===== src/rtl/ifetch_stage_pkg.sv =====
// rtl/ifetch_stage_pkg.sv - shared fetch-stage constants and types
// Purpose: common instruction-memory geometry, reset PC and NOP encoding,
//          plus the per-cycle fetch action type used by ifetch_stage.
// Ports:   none (package).
package ifetch_stage_pkg;

   localparam int unsigned IMEM_SIZE     = 4096;
   localparam logic [31:0] RESET_PC_DEF  = 32'h0000_0000;
   localparam logic [31:0] NOP_ENC       = 32'h0000_0000;

   typedef enum logic [1:0] {
      IF_ADVANCE  = 2'd0,
      IF_STALL    = 2'd1,
      IF_REDIRECT = 2'd2
   } if_action_e;

endpackage


===== src/rtl/ifid_reg.sv =====
// rtl/ifid_reg.sv - IF/ID pipeline register with load/hold/bubble controls
// Purpose: holds one fetched instruction and its PC for the decode stage.
// Ports:
//   clk, rst            clock, asynchronous active-low reset
//   load                capture in_* and mark valid
//   bubble              insert NOP, clear valid, keep pc/pc4
//   in_inst/pc/pc4      next instruction word and its addresses
//   inst/pc/pc4/valid   registered IF/ID contents
//   neither load nor bubble -> hold
module ifid_reg
   import ifetch_stage_pkg::*;
#(
   parameter logic [31:0] NOP_INST = NOP_ENC
) (
   input  logic        clk,
   input  logic        rst,
   input  logic        load,
   input  logic        bubble,
   input  logic [31:0] in_inst,
   input  logic [31:0] in_pc,
   input  logic [31:0] in_pc4,
   output logic [31:0] inst,
   output logic [31:0] pc,
   output logic [31:0] pc4,
   output logic        valid
);

   always_ff @(posedge clk or negedge rst) begin
      if (!rst) begin
         inst  <= NOP_INST;
         pc    <= 32'h0;
         pc4   <= 32'h0;
         valid <= 1'b0;
      end else if (bubble) begin
         // Bubble wins over load; pc/pc4 keep the last real instruction's values.
         inst  <= NOP_INST;
         valid <= 1'b0;
      end else if (load) begin
         inst  <= in_inst;
         pc    <= in_pc;
         pc4   <= in_pc4;
         valid <= 1'b1;
      end
   end

endmodule


===== src/rtl/ifetch_stage.sv =====
// rtl/ifetch_stage.sv - instruction fetch stage: PC, imem request, IF/ID register
// Purpose: owns the PC, presents it to a combinational instruction memory and
//          captures the returned word into IF/ID. Priority per edge is
//          redirect > stall > advance. Optional macro IFETCH_PERF_EN adds
//          perf_fetched / perf_bubbles counters.
// Ports:
//   clk, rst                       clock, asynchronous active-low reset
//   iaddr / idata                  imem byte address (= pc) / returned word
//   stall                          hold pc and IF/ID
//   redirect_valid / redirect_pc   taken branch/jump and its target
//   id_inst/id_pc/id_pc4/id_valid  IF/ID contents
//   fetch_misalign                 last redirect target was not word aligned
//   fetch_oob                      pc beyond instruction memory (informational)
//   perf_fetched / perf_bubbles    advance / redirect+stall cycle counts (IFETCH_PERF_EN)
module ifetch_stage
   import ifetch_stage_pkg::*;
#(
   parameter logic [31:0] RESET_PC   = RESET_PC_DEF,
   parameter int unsigned IMEM_BYTES = IMEM_SIZE,
   parameter logic [31:0] NOP_INST   = NOP_ENC
) (
   input  logic        clk,
   input  logic        rst,
   output logic [31:0] iaddr,
   input  logic [31:0] idata,
   input  logic        stall,
   input  logic        redirect_valid,
   input  logic [31:0] redirect_pc,
   output logic [31:0] id_inst,
   output logic [31:0] id_pc,
   output logic [31:0] id_pc4,
   output logic        id_valid,
   output logic        fetch_misalign,
`ifdef IFETCH_PERF_EN
   output logic [31:0] perf_fetched,
   output logic [31:0] perf_bubbles,
`endif
   output logic        fetch_oob
);

   logic [31:0] pc;
   logic [31:0] pc_plus4;
   if_action_e  action;

   assign pc_plus4  = pc + 32'd4;
   assign iaddr     = pc;
   // Memory aliases by truncation, so this only flags, never blocks fetch.
   assign fetch_oob = (pc >= 32'(IMEM_BYTES));

   always_comb begin
      action = IF_ADVANCE;
      if (redirect_valid)
         action = IF_REDIRECT;
      else if (stall)
         action = IF_STALL;
   end

   always_ff @(posedge clk or negedge rst) begin
      if (!rst) begin
         pc             <= RESET_PC;
         fetch_misalign <= 1'b0;
      end else begin
         case (action)
            IF_REDIRECT: begin
               pc             <= {redirect_pc[31:2], 2'b00};
               fetch_misalign <= |redirect_pc[1:0];
            end
            IF_ADVANCE:  pc <= pc_plus4;
            default:     ;
         endcase
      end
   end

   ifid_reg #(
      .NOP_INST (NOP_INST)
   ) u_ifid (
      .clk     (clk),
      .rst     (rst),
      .load    (action == IF_ADVANCE),
      .bubble  (action == IF_REDIRECT),
      .in_inst (idata),
      .in_pc   (pc),
      .in_pc4  (pc_plus4),
      .inst    (id_inst),
      .pc      (id_pc),
      .pc4     (id_pc4),
      .valid   (id_valid)
   );

`ifdef IFETCH_PERF_EN
   always_ff @(posedge clk or negedge rst) begin
      if (!rst) begin
         perf_fetched <= 32'h0;
         perf_bubbles <= 32'h0;
      end else if (action == IF_ADVANCE) begin
         perf_fetched <= perf_fetched + 32'd1;
      end else begin
         perf_bubbles <= perf_bubbles + 32'd1;
      end
   end
`endif

endmodule


===== config.mk =====
export PLATFORM = sky130hd
export DESIGN_NAME = ifetch_stage
export DESIGN_NICKNAME = d
export VERILOG_FILES = /design/src/rtl/ifetch_stage_pkg.sv /design/src/rtl/ifid_reg.sv /design/src/rtl/ifetch_stage.sv
export SDC_FILE = /design/constraint.sdc
export NUM_CORES = 1
export LEC_CHECK = 0
export CORE_MARGIN = 5
export CORE_UTILIZATION = 41
export CTS_CLUSTER_SIZE = 16
export DETAILED_ROUTE_END_ITERATION = 10
export PLACE_DENSITY_LB_ADDON = 0.05
export RECOVER_POWER = 25
export REMOVE_ABC_BUFFERS = 1
export SLEW_MARGIN = 25
export SYNTH_ARGS = -nofsm -noshare
export SYNTH_HDL_FRONTEND = slang
export SYNTH_SLANG_ARGS = --single-unit

===== constraint.sdc =====
create_clock -name clk -period 2.3 [get_ports clk]
set_input_delay 0.345 -clock clk [delete_from_list [all_inputs] [get_ports clk]]
set_output_delay 0.345 -clock clk [all_outputs]
set_load 0.02 [all_outputs]

==> After elaboration in Yosys (flattened, before gate mapping) <==
Cells that the tools add are included.
{ "word_totals": {"register_bits": 130, "in_bits": 68, "output_inout_bits": 131} }
{ "op_classes": {"addsub": 1, "magnitude_cmp": 1, "eq_ne": 1, "n_mux": 7, "n_bitwise": 1, "n_reduce_logical": 4} }
{ "ops": {"columns": ["cell", "count"], "rows": [
  ["32-bit 2-to-1 mux", 2],
  ["32-bit one-hot mux with 2 select lines", 1],
  ["32-bit by 3-bit adder with 32-bit output (second input constant)", 1],
  ["32-bit by 13-bit >= comparator with 1-bit output (second input constant)", 1],
  ["1-bit 2-to-1 mux", 3],
  ["2-bit equality test (second input constant)", 1],
  ["2-bit zero test", 1],
  ["2-bit 2-to-1 mux", 1],
  ["2-bit AND reduction", 1],
  ["2-bit nonzero test", 1],
  ["2-bit OR reduction", 1],
  ["1-bit NOT", 1]
]} }

==> Depth between registers and ports, before layout <==
Gate-level depths: netlist of the first run.
{ "logic_depth": {"word_depth": 5, "mapped_depth": 8, "mapped_depth_nobuf": 5} }

==> Cells and area by module <==
Synthesis of the first run repeated with hierarchy kept, for this count alone.
{ "hier_totals": {"cells_unflattened": 525, "area_unflattened_um2": 6302.3} }
{ "by_module_without_submodules": {"columns": ["mod", "instances", "cells_per_inst", "area_per_inst_um2", "seq_area_each_um2"], "rows": [
  ["ifid_reg", 1, 243, 4012.6, 2427.3],
  ["ifetch_stage", 1, 282, 2289.7, 775.7]
]} }

==> Worst setup path after synthesis of the first run <==
OpenSTA, ideal clock, no wires.
{ "synth_path": {"path_type": "register to register", "start": "register pc[2], in the netlist iaddr[2]", "end": "register u_ifid.pc4[24]", "t_arrival_ns": 2.173, "required_time_ns": 2.218, "setup_slack_ns": 0.045, "path_stages_with_launch": 7, "n_path_buf": 1, "period_less_slack_ns": 2.255, "cell_sequence": "dfrtp_1 > ha_1 > nand4_1 > or4_1 > buf_2 > or4_1 > a31oi_1"} }
{ "synth_via": {"elab_chain_cells": 1} }
{ "synth_rtl": {"columns": ["element", "line_no", "rtl"], "rows": [
  ["start: declaration", "ifetch_stage.sv:41", "logic [31:0] pc;"],
  ["start signal: assignment", "ifetch_stage.sv:65", "pc <= {redirect_pc[31:2], 2'b00};"],
  ["start signal: assignment", "ifetch_stage.sv:68", "IF_ADVANCE: pc <= pc_plus4;"],
  ["32-bit by 3-bit adder with 32-bit output", "ifetch_stage.sv:45", "assign pc_plus4 = pc + 32'd4;"],
  ["end signal: assignment", "ifid_reg.sv:41", "pc4 <= in_pc4;"],
  ["end: declaration", "ifid_reg.sv:24", "output logic [31:0] pc4,"]
]} }
No other way between the ends.
A chain may end at the register's enable or synchronous reset.

==> Final worst setup path of the first run <==
{ "layout_path": {"start": "register pc[23], in the netlist iaddr[23]", "end": "output port fetch_oob"} }
{ "layout_via": {"elab_chain_cells": 1} }
{ "layout_rtl": {"columns": ["element", "line_no", "rtl"], "rows": [
  ["32-bit by 13-bit >= comparator with 1-bit output", "ifetch_stage.sv:48", "assign fetch_oob = (pc >= 32'(IMEM_BYTES));"],
  ["end: declaration", "ifetch_stage.sv:38", "output logic fetch_oob"]
]} }
No other way between the ends.

==> PnR_summary.wiki, run 1 <==
{| class="wikitable"
! Metric !! Value
|-
| Total wire length || between 15,000 and 20,000 µm
|-
| Arrival time at the worst endpoint || 1820 ps
|-
| Placeable core region || between 10,000 and 15,000 µm²
|-
| Unrepaired setup endpoints after global routing || no
|-
| Endpoint kind of the worst setup timing path || output pin
|-
| Total gr overflow || 0
|-
| Routed length per instance || 17.5 µm
|-
| Maximum number of pins on one net before global-route repair || 63
|-
| Sink Count || about 120
|-
| Clock tree skew after final layout || 7.43 ps
|-
| Crit path largest cell delay || about 510 ps
|-
| Sequential cell area || 3100 µm²
|-
| CTS buffer count || 17
|-
| H-Tree Depth || 4
|-
| Leading register cell type out of synthesis || sky130_fd_sc_hd__dfrtp_1
|-
| Number of setup violations in the final report || 0
|-
| Critical path launch point type || register
|-
| Required time of the critical path || just under 2000 ps
|-
| Hold Fails Final Rpt || 0
|-
| PD cells || around 820 nW/µm²
|-
| Per-instance average area after synthesis || about 9.3 µm²
|-
| Mapped cell area || ~6000 µm²
|-
| Clock Path Buffers || 2
|-
| Worst-case setup slack after placement || between 90 and 100 ps
|-
| Maximum vdd ir drop || approximately 0.54 mV
|-
| CP max FO || 11
|-
| Leakage power || ~0.0037 µW
|-
| Via count normalized by instance count || between 5 and 6
|-
| Clock tree from TritonCTS || built
|-
| Critical-path cell list || nor4_1, and3_1, nand3_1, dlygate4sd2_1
|-
| Number of top-level pins || slightly below 200
|-
| Filler cells || 1,303
|-
| Start-to-end type of the worst setup path || reg -> out
|-
| Aggregate global-route resource usage || a little over a fifth
|-
| Die width || ~130 µm
|-
| Total number of yosys warnings || 0
|-
| Slowest cell on the critical path || sky130_fd_sc_hd__dfrtp_1
|-
| Effective utilization at floorplan || a little over 40%
|-
| Unique masters post-synth || 42
|-
| Number of nets still failing antenna checks after routing || 0
|-
| Global-route wire length before repair || a little under 30,000 µm
|-
| Max-slew headroom || under 10%
|-
| Class of the tightest hold or removal check || reg -> reg
|-
| Number of instances in the placed design || between 900 and 1,000
|-
| I/O Buffers || between 150 and 200
|-
| Number of non-filler instances in the completed layout || 1,027
|-
| Synthesis-to-layout area growth || 47.9%
|-
| Ant diodes || 0
|-
| Initial antenna violation count || 0
|-
| Min Clock Period, post-route || around 2200 ps
|-
| First-iteration detailed-routing DRC count || about 350
|-
| Clock latency at the later pin of the worst-skew pair || between 400 and 500 ps
|-
| DRC violations left || 0
|-
| Cell family contributing the most delay on the critical path || simple AND/OR/NAND/NOR gates
|-
| Area of combinational cells with multiple inputs || 2540 µm²
|-
| Cell Rows || between 40 and 50
|-
| Buffers and inverters on the worst path || 1
|-
| Gate count after technology mapping || ~640
|-
| Result of the run || completed
|-
| Portion of the post-synthesis area used by sequential elements || 52.2%
|-
| Initial DRT Pass Iterations || 4
|-
| Clock Pin Slew Worst Setup and Hold Paths || 60 ps
|-
| Die area || between 15,000 and 20,000 µm²
|-
| Number of enable-type register cells in the synthesized netlist || 0
|-
| Detailed placer's ending HPWL || around 13,000 µm
|-
| Global placer's final weighted congestion || between 0.8 and 0.9
|-
| Max Slew Vio Count || 0
|-
| Flop and latch count out of synthesis || approximately 120
|-
| Count of maximum capacitance violations || 0
|-
| Slew at the pin with the worst max-slew slack || between 1000 and 1500 ps
|-
| Number of nets in the layout || 900
|-
| Chip height || 130 µm
|-
| CTS root buf || sky130_fd_sc_hd__clkbuf_16
|-
| Vias in the first global route || between 5,000 and 6,000
|-
| Period utilisation layout || between 90% and 100%
|-
| Post-route setup slack || 137 ps
|-
| Vias after detailed routing || roughly 5,500
|-
| Highest achievable clock rate || about 460 MHz
|-
| Asr flop ratio synth || 100%
|-
| Fraction of final layout cells with drive strength greater than 1 || under 10%
|}
[worst min-delay path, delay by kind of cell, from the launching register on]
family / cells / cell delay, ps
DFF: 1 / 340
and+or+nand+nor: 2 / 110
[flip-flops by register name, indices dropped and copies added, names as in the netlist]
name and flops:
u_ifid.pc4 30, u_ifid.pc 30, iaddr 30, u_ifid.inst 32
fetch_misalign 1, u_ifid.valid 1
[kinds of logic (layout without fill, tap and decap cells)]
kind of cell | count (synthesis) | count (layout) | share of synthesized area (%)
DFF | 124 | 124 | 52.2
other | 1 | 6 | 0.0631
buffers and inverters | 70 | 270 | 5.50
and+or+nand+nor | 289 | 289 | 22.9
AOI/OAI and AO/OA | 96 | 96 | 9.88
muxes | 33 | 33 | 5.56
adders and majority gates | 2 | 2 | 0.421
xor gates and xnor gates | 23 | 23 | 3.39
[power breakdown]
| part | leakage, µW | switching (µW) | internal [µW] |
|---|---|---|---|
| sequential | 0.00151 | 171 | 2430 |
| clock | 0.000326 | 977 | 2000 |
| combinational | 0.00190 | 865 | 772 |
[synth_stat cells (10+ instances only)]
master / n / area share [%]
sky130_fd_sc_hd__a31oi_1: 29 / 3.1
sky130_fd_sc_hd__buf_2: 15 / 1.3
sky130_fd_sc_hd__clkbuf_1: 34 / 2.1
sky130_fd_sc_hd__dfrtp_1: 124 / 52
sky130_fd_sc_hd__mux2i_1: 33 / 5.6
sky130_fd_sc_hd__nand2_1: 118 / 7.5
sky130_fd_sc_hd__nand3_1: 13 / 1.1
sky130_fd_sc_hd__nand4_1: 12 / 1.3
sky130_fd_sc_hd__nor2_1: 71 / 4.5
sky130_fd_sc_hd__o21ai_0: 10 / 0.84
sky130_fd_sc_hd__o21ai_1: 29 / 2.4
sky130_fd_sc_hd__o31ai_1: 20 / 2.5
sky130_fd_sc_hd__or3_1: 14 / 1.5
sky130_fd_sc_hd__or4_1: 20 / 2.5
sky130_fd_sc_hd__xnor2_1: 18 / 2.7
[cell usage in the layout (no fill, tap or decap), types with 3 or more instances in the layout]
cell,synthesis,routed
sky130_fd_sc_hd__a31oi_1,29,29
sky130_fd_sc_hd__clkinv_2,0,5
sky130_fd_sc_hd__inv_1,5,5
sky130_fd_sc_hd__or4_1,20,19
sky130_fd_sc_hd__xor2_1,5,5
sky130_fd_sc_hd__nand2_1,118,118
sky130_fd_sc_hd__bufinv_16,0,5
sky130_fd_sc_hd__nand3_1,13,13
sky130_fd_sc_hd__clkdlybuf4s50_1,0,188
sky130_fd_sc_hd__dfrtp_1,124,123
sky130_fd_sc_hd__clkbuf_2,0,4
sky130_fd_sc_hd__nor3_1,8,8
sky130_fd_sc_hd__xnor2_1,18,18
sky130_fd_sc_hd__nand4_1,12,12
sky130_fd_sc_hd__clkbuf_8,0,3
sky130_fd_sc_hd__conb_1,1,6
sky130_fd_sc_hd__nor2_1,71,70
sky130_fd_sc_hd__and3_1,3,3
sky130_fd_sc_hd__o31ai_1,20,20
sky130_fd_sc_hd__mux2i_1,33,33
sky130_fd_sc_hd__clkbuf_16,0,17
sky130_fd_sc_hd__and2_1,5,5
sky130_fd_sc_hd__o21ai_1,29,29
sky130_fd_sc_hd__buf_4,8,34
sky130_fd_sc_hd__o21ai_0,10,10
sky130_fd_sc_hd__and4_1,3,3
sky130_fd_sc_hd__or3_1,14,13
sky130_fd_sc_hd__nor4_1,9,9
[layer usage]
metal  GRT usage (%)  up-vias  part of all wire (%)
li1                -     2586                     -
met1            26.7     2648                    41
met2            34.5      201                    47
met3            9.78       18                   9.8
met4            7.86        0                   1.6
met5               0        -                     0
[final cells by class]
| type | instances | area share (%) |
|---|---|---|
| sequential | 124 | 35.3 |
| multi-input combinational | 449 | 29.0 |
| timing repair buffer | 232 | 25.3 |
| clock buffer | 20 | 5.31 |
| tap | 184 | 2.62 |
| clock inverter | 12 | 2.18 |
| inverter | 6 | 0.256 |
[per-stage QoR]
stage	instance area, µm²	utilization [%]	TNS [ps]	total power, µW	hold WS, ps
2_1_floorplan	5650	-	-3920	3330	49.4
3_3_place_gp	8120	56.5	0	4250	345
3_5_place_dp	8120	56.5	0	4280	349
4_1_cts	8790	61.2	0	7290	306
5_1_grt	8780	61.1	0	7540	477
6_report	8780	61.1	0	7210	473
[final timing paths]
| check | start | end | slack, ps | cells after the start |
|---|---|---|---|---|
| worst max-delay path | iaddr[23] | fetch_oob | 140 | 4 |
| worst max register to register | iaddr[2] | u_ifid.pc4[28] | 160 | 5 |
| min in group asynchronous | rst | u_ifid.pc[7] | 810 | 2 |
| max in group asynchronous | rst | u_ifid.inst[0] | 390 | 3 |
| worst min register to register | u_ifid.pc4[3] | u_ifid.pc4[3] | 470 | 2 |
| worst min-delay path | u_ifid.pc4[3] | u_ifid.pc4[3] | 470 | 2 |
[repair_timing]
item / CTS / global route
endpoints found under the setup margin: 1 / 14
endpoints found under the hold margin: 53 / 0
resized for setup: 1 / 4
buffers inserted: 0 / 0
hold buffers: 1 / 0
(Power assumes the default switching activity.)
==> inputs of run 2 (changes only) <==
PLACE_DENSITY = 0.73   (was unset)
PLACE_DENSITY_LB_ADDON = unset   (was 0.05)
==> PnR_summary.wiki, run 2 (same netlist as run 1, synthesis figures left out) <==
{| class="wikitable"
! Metric !! Value
|-
| Result of the run || completed
|-
| Switching portion of total power || 28.6% (+0.69 points)
|-
| First-iteration detailed-routing DRC count || 319 (-9.4%)
|-
| Worst-case setup slack after placement || 173 ps (+76.3 ps)
|-
| Min Clock Period, post-route || 2180 ps (+16.3 ps)
|-
| Sink Count || 124 (unchanged)
|-
| Total gr overflow || 0 (unchanged)
|-
| Placeable core region || 14,400 µm² (unchanged)
|-
| CTS root buf || sky130_fd_sc_hd__clkbuf_16
|-
| Max Slew Vio Count || 0 (unchanged)
|-
| H-Tree Depth || 4 (unchanged)
|-
| Highest achievable clock rate || 459 MHz (-0.75%)
|-
| Setup Buffers After CTS || 0 (unchanged)
|-
| Filler cells || 1,162 (-11%)
|-
| Number of nets in the layout || 908 (+0.89%)
|-
| Clock Path Buffers || 2 (unchanged)
|-
| Via count normalized by instance count || 5.39 (+1.5%)
|-
| Vias in the first global route || 5,739 (+1.8%)
|-
| Chip height || 130 µm (unchanged)
|-
| Global placer's final weighted congestion || 0.850 (+0.95%)
|-
| Ant diodes || 0 (unchanged)
|-
| Clock Pin Slew Worst Setup and Hold Paths || 60 ps (about the same)
|-
| Largest register by flop count || u_ifid.inst
|-
| Sequential cell area || 3100 µm² (about the same)
|-
| Clock power frac || 40.3% (-1.0 points)
|-
| Max-slew headroom || 5.19% (+0.66 points)
|-
| Arrival time at the worst endpoint || 1830 ps (about the same)
|-
| Clock tree from TritonCTS || built
|-
| Initial DRT Pass Iterations || 5 (+1)
|-
| Comb power frac || 23.5% (+0.8 points)
|-
| Crit path largest cell delay || 460 ps (-50 ps)
|-
| Post-route setup slack || 121 ps (-16.3 ps)
|-
| Leakage power || 0.00375 µW (+0.20%)
|-
| Die area || 17,000 µm² (unchanged)
|-
| Path depth of the worst reg2reg path || 4 (-1)
|-
| PD cells || 811 nW/µm² (-1.2%)
|-
| Effective utilization at floorplan || 41.3% (unchanged)
|-
| Total wire length || 18,700 µm (+4.0%)
|-
| Critical-path cell list || nor4_1, and3_1, nand3_1, dlygate4sd2_1
|-
| Number of nets still failing antenna checks after routing || 0 (unchanged)
|-
| Cell family contributing the most delay on the critical path || simple AND/OR/NAND/NOR gates
|-
| Cell Rows || 44 (unchanged)
|-
| Number of setup violations in the final report || 0 (unchanged)
|-
| Final sum of negative setup slack || 0 ps (unchanged)
|-
| Endpoint kind of the worst setup timing path || output pin
|-
| CP max FO || 9 (-2)
|-
| Cell internal power dissipation || 5100 µW (-1.9%)
|-
| Number of instances in the placed design || 1,002 (+0.80%)
|-
| Number of non-filler instances in the completed layout || 1,035 (+0.78%)
|-
| Start-to-end type of the worst setup path || reg -> out
|-
| Sequential share of power || 36.3% (+0.3 points)
|-
| Die width || 130 µm (unchanged)
|-
| Count of maximum capacitance violations || 0 (unchanged)
|-
| Switching power || 2040 µW (+1.5%)
|-
| Core utilization of the finished layout || 61.3% (+0.20 points)
|-
| Routed length per instance || 18.0 µm (+3.2%)
|-
| Number of top-level pins || 199 (unchanged)
|-
| Critical path launch point type || register
|-
| Unrepaired setup endpoints after global routing || no
|-
| Global-route wire length before repair || 29,700 µm (+1.9%)
|-
| Maximum vdd ir drop || 0.727 mV (+35%)
|-
| Fraction of final layout cells with drive strength greater than 1 || 10.5% (+0.61 points)
|-
| Period utilisation layout || 94.7% (+0.71 points)
|-
| Initial antenna violation count || 0 (unchanged)
|-
| Slew at the pin with the worst max-slew slack || 1420 ps (-9.93 ps)
|-
| I/O Buffers || 192 (unchanged)
|-
| Required time of the critical path || 1960 ps (about the same)
|-
| CTS buffer count || 17 (unchanged)
|-
| Leading cell types in the layout, fill and taps excluded || sky130_fd_sc_hd__clkdlybuf4s50_1, sky130_fd_sc_hd__dfrtp_1, sky130_fd_sc_hd__nand2_1
|-
| Commonest non-fill, non-tap cell in the layout || sky130_fd_sc_hd__clkdlybuf4s50_1
|-
| Clock latency at the later pin of the worst-skew pair || 420 ps (about the same)
|-
| Final worst hold slack || 454 ps (-19.2 ps)
|-
| Max reg flops || 32 (unchanged)
|-
| Aggregate global-route resource usage || 22.4% (+0.50 points)
|-
| DRC violations left || 0 (unchanged)
|-
| Buffers and inverters on the worst path || 1 (unchanged)
|-
| Vias after detailed routing || 5,576 (+2.3%)
|-
| Hold Fails Final Rpt || 0 (unchanged)
|-
| Slowest cell on the critical path || sky130_fd_sc_hd__dfrtp_1
|-
| Clock tree skew after final layout || 5.00 ps (-2.42 ps)
|-
| Detailed placer's ending HPWL || 13,600 µm (+6.1%)
|-
| Synthesis-to-layout area growth || 48.4%
|-
| Maximum number of pins on one net before global-route repair || 63 (unchanged)
|-
| Area of combinational cells with multiple inputs || 2550 µm² (+0.15%)
|-
| Worst hold path cell count || 4 (+2)
|-
| Class of the tightest hold or removal check || in -> reg
|-
| WP depth || 4 (unchanged)
|}
==> run 2: what timing repair did <==
item	CTS	global route
endpoints found under the hold margin	50	0
gates resized for setup	1	3
pin swaps	0	0
setup endpoints to repair	1	3
hold buffers	1	0
==> run 2: layout make-up <==
class                           count  area share (%)
Clock buffer                       21            5.34
Timing Repair Buffer              240            25.8
Multi-Input combinational cell    449            28.9
Clock inverter                     11            1.87
Tap cell                          184            2.61
Inverter                            6           0.256
Sequential cell                   124            35.2
==> run 2: metal layers <==
| metal | track usage [%] | vias to the layer above | routed length (µm) |
|---|---|---|---|
| li1 | - | 2604 | - |
| met1 | 27.5 | 2674 | 7470 |
| met2 | 35.6 | 268 | 8750 |
| met3 | 9.58 | 30 | 2150 |
| met4 | 7.62 | 0 | 317 |
| met5 | 0 | - | 0 |
==> run 2: worst reg2reg max path, cell delays in order (launching register included) <==
cell and delay (ps):
sky130_fd_sc_hd__dfrtp_1 440, sky130_fd_sc_hd__nand3_1 180, sky130_fd_sc_hd__or3_2 700, sky130_fd_sc_hd__or4_1 580, sky130_fd_sc_hd__a31oi_1 170
==> run 2: metrics by stage <==
step	power, µW	cell area [µm²]
after CTS	7210	8810
after floorplan	3330	5650
after global routing	7440	8810
after global placement	4270	8170
after detailed placement	4310	8170
final	7150	8810
==> run 2: power groups by stage <==
stage	Combinational (µW)	Clock (µW)	Sequential, µW
4_1_cts	1690	2920	2590
3_3_place_gp	1660	0	2610
5_1_grt	1810	3000	2630
2_1_floorplan	370	0	2960
6_report	1680	2880	2590
3_5_place_dp	1680	0	2620
==> run 2: final timing paths <==
check                                    start  slack [ps]              end
worst max-delay path                 iaddr[18]         120        fetch_oob
worst min-delay path            redirect_valid         450         iaddr[6]
worst max register to register       iaddr[12]         160        iaddr[28]
worst min register to register   u_ifid.pc[31]         470    u_ifid.pc[31]
max in group asynchronous                  rst         490    u_ifid.pc[20]
min in group asynchronous                  rst         810  u_ifid.inst[15]
==> inputs of run 3 (changes only) <==
ABC_CLOCK_PERIOD_IN_PS = 2300   (was unset)
CTS_CLUSTER_DIAMETER = 120   (was unset)
==> results of run 3 <==
Same layout as run 2: the final DEF is identical, and so are final timing and power.
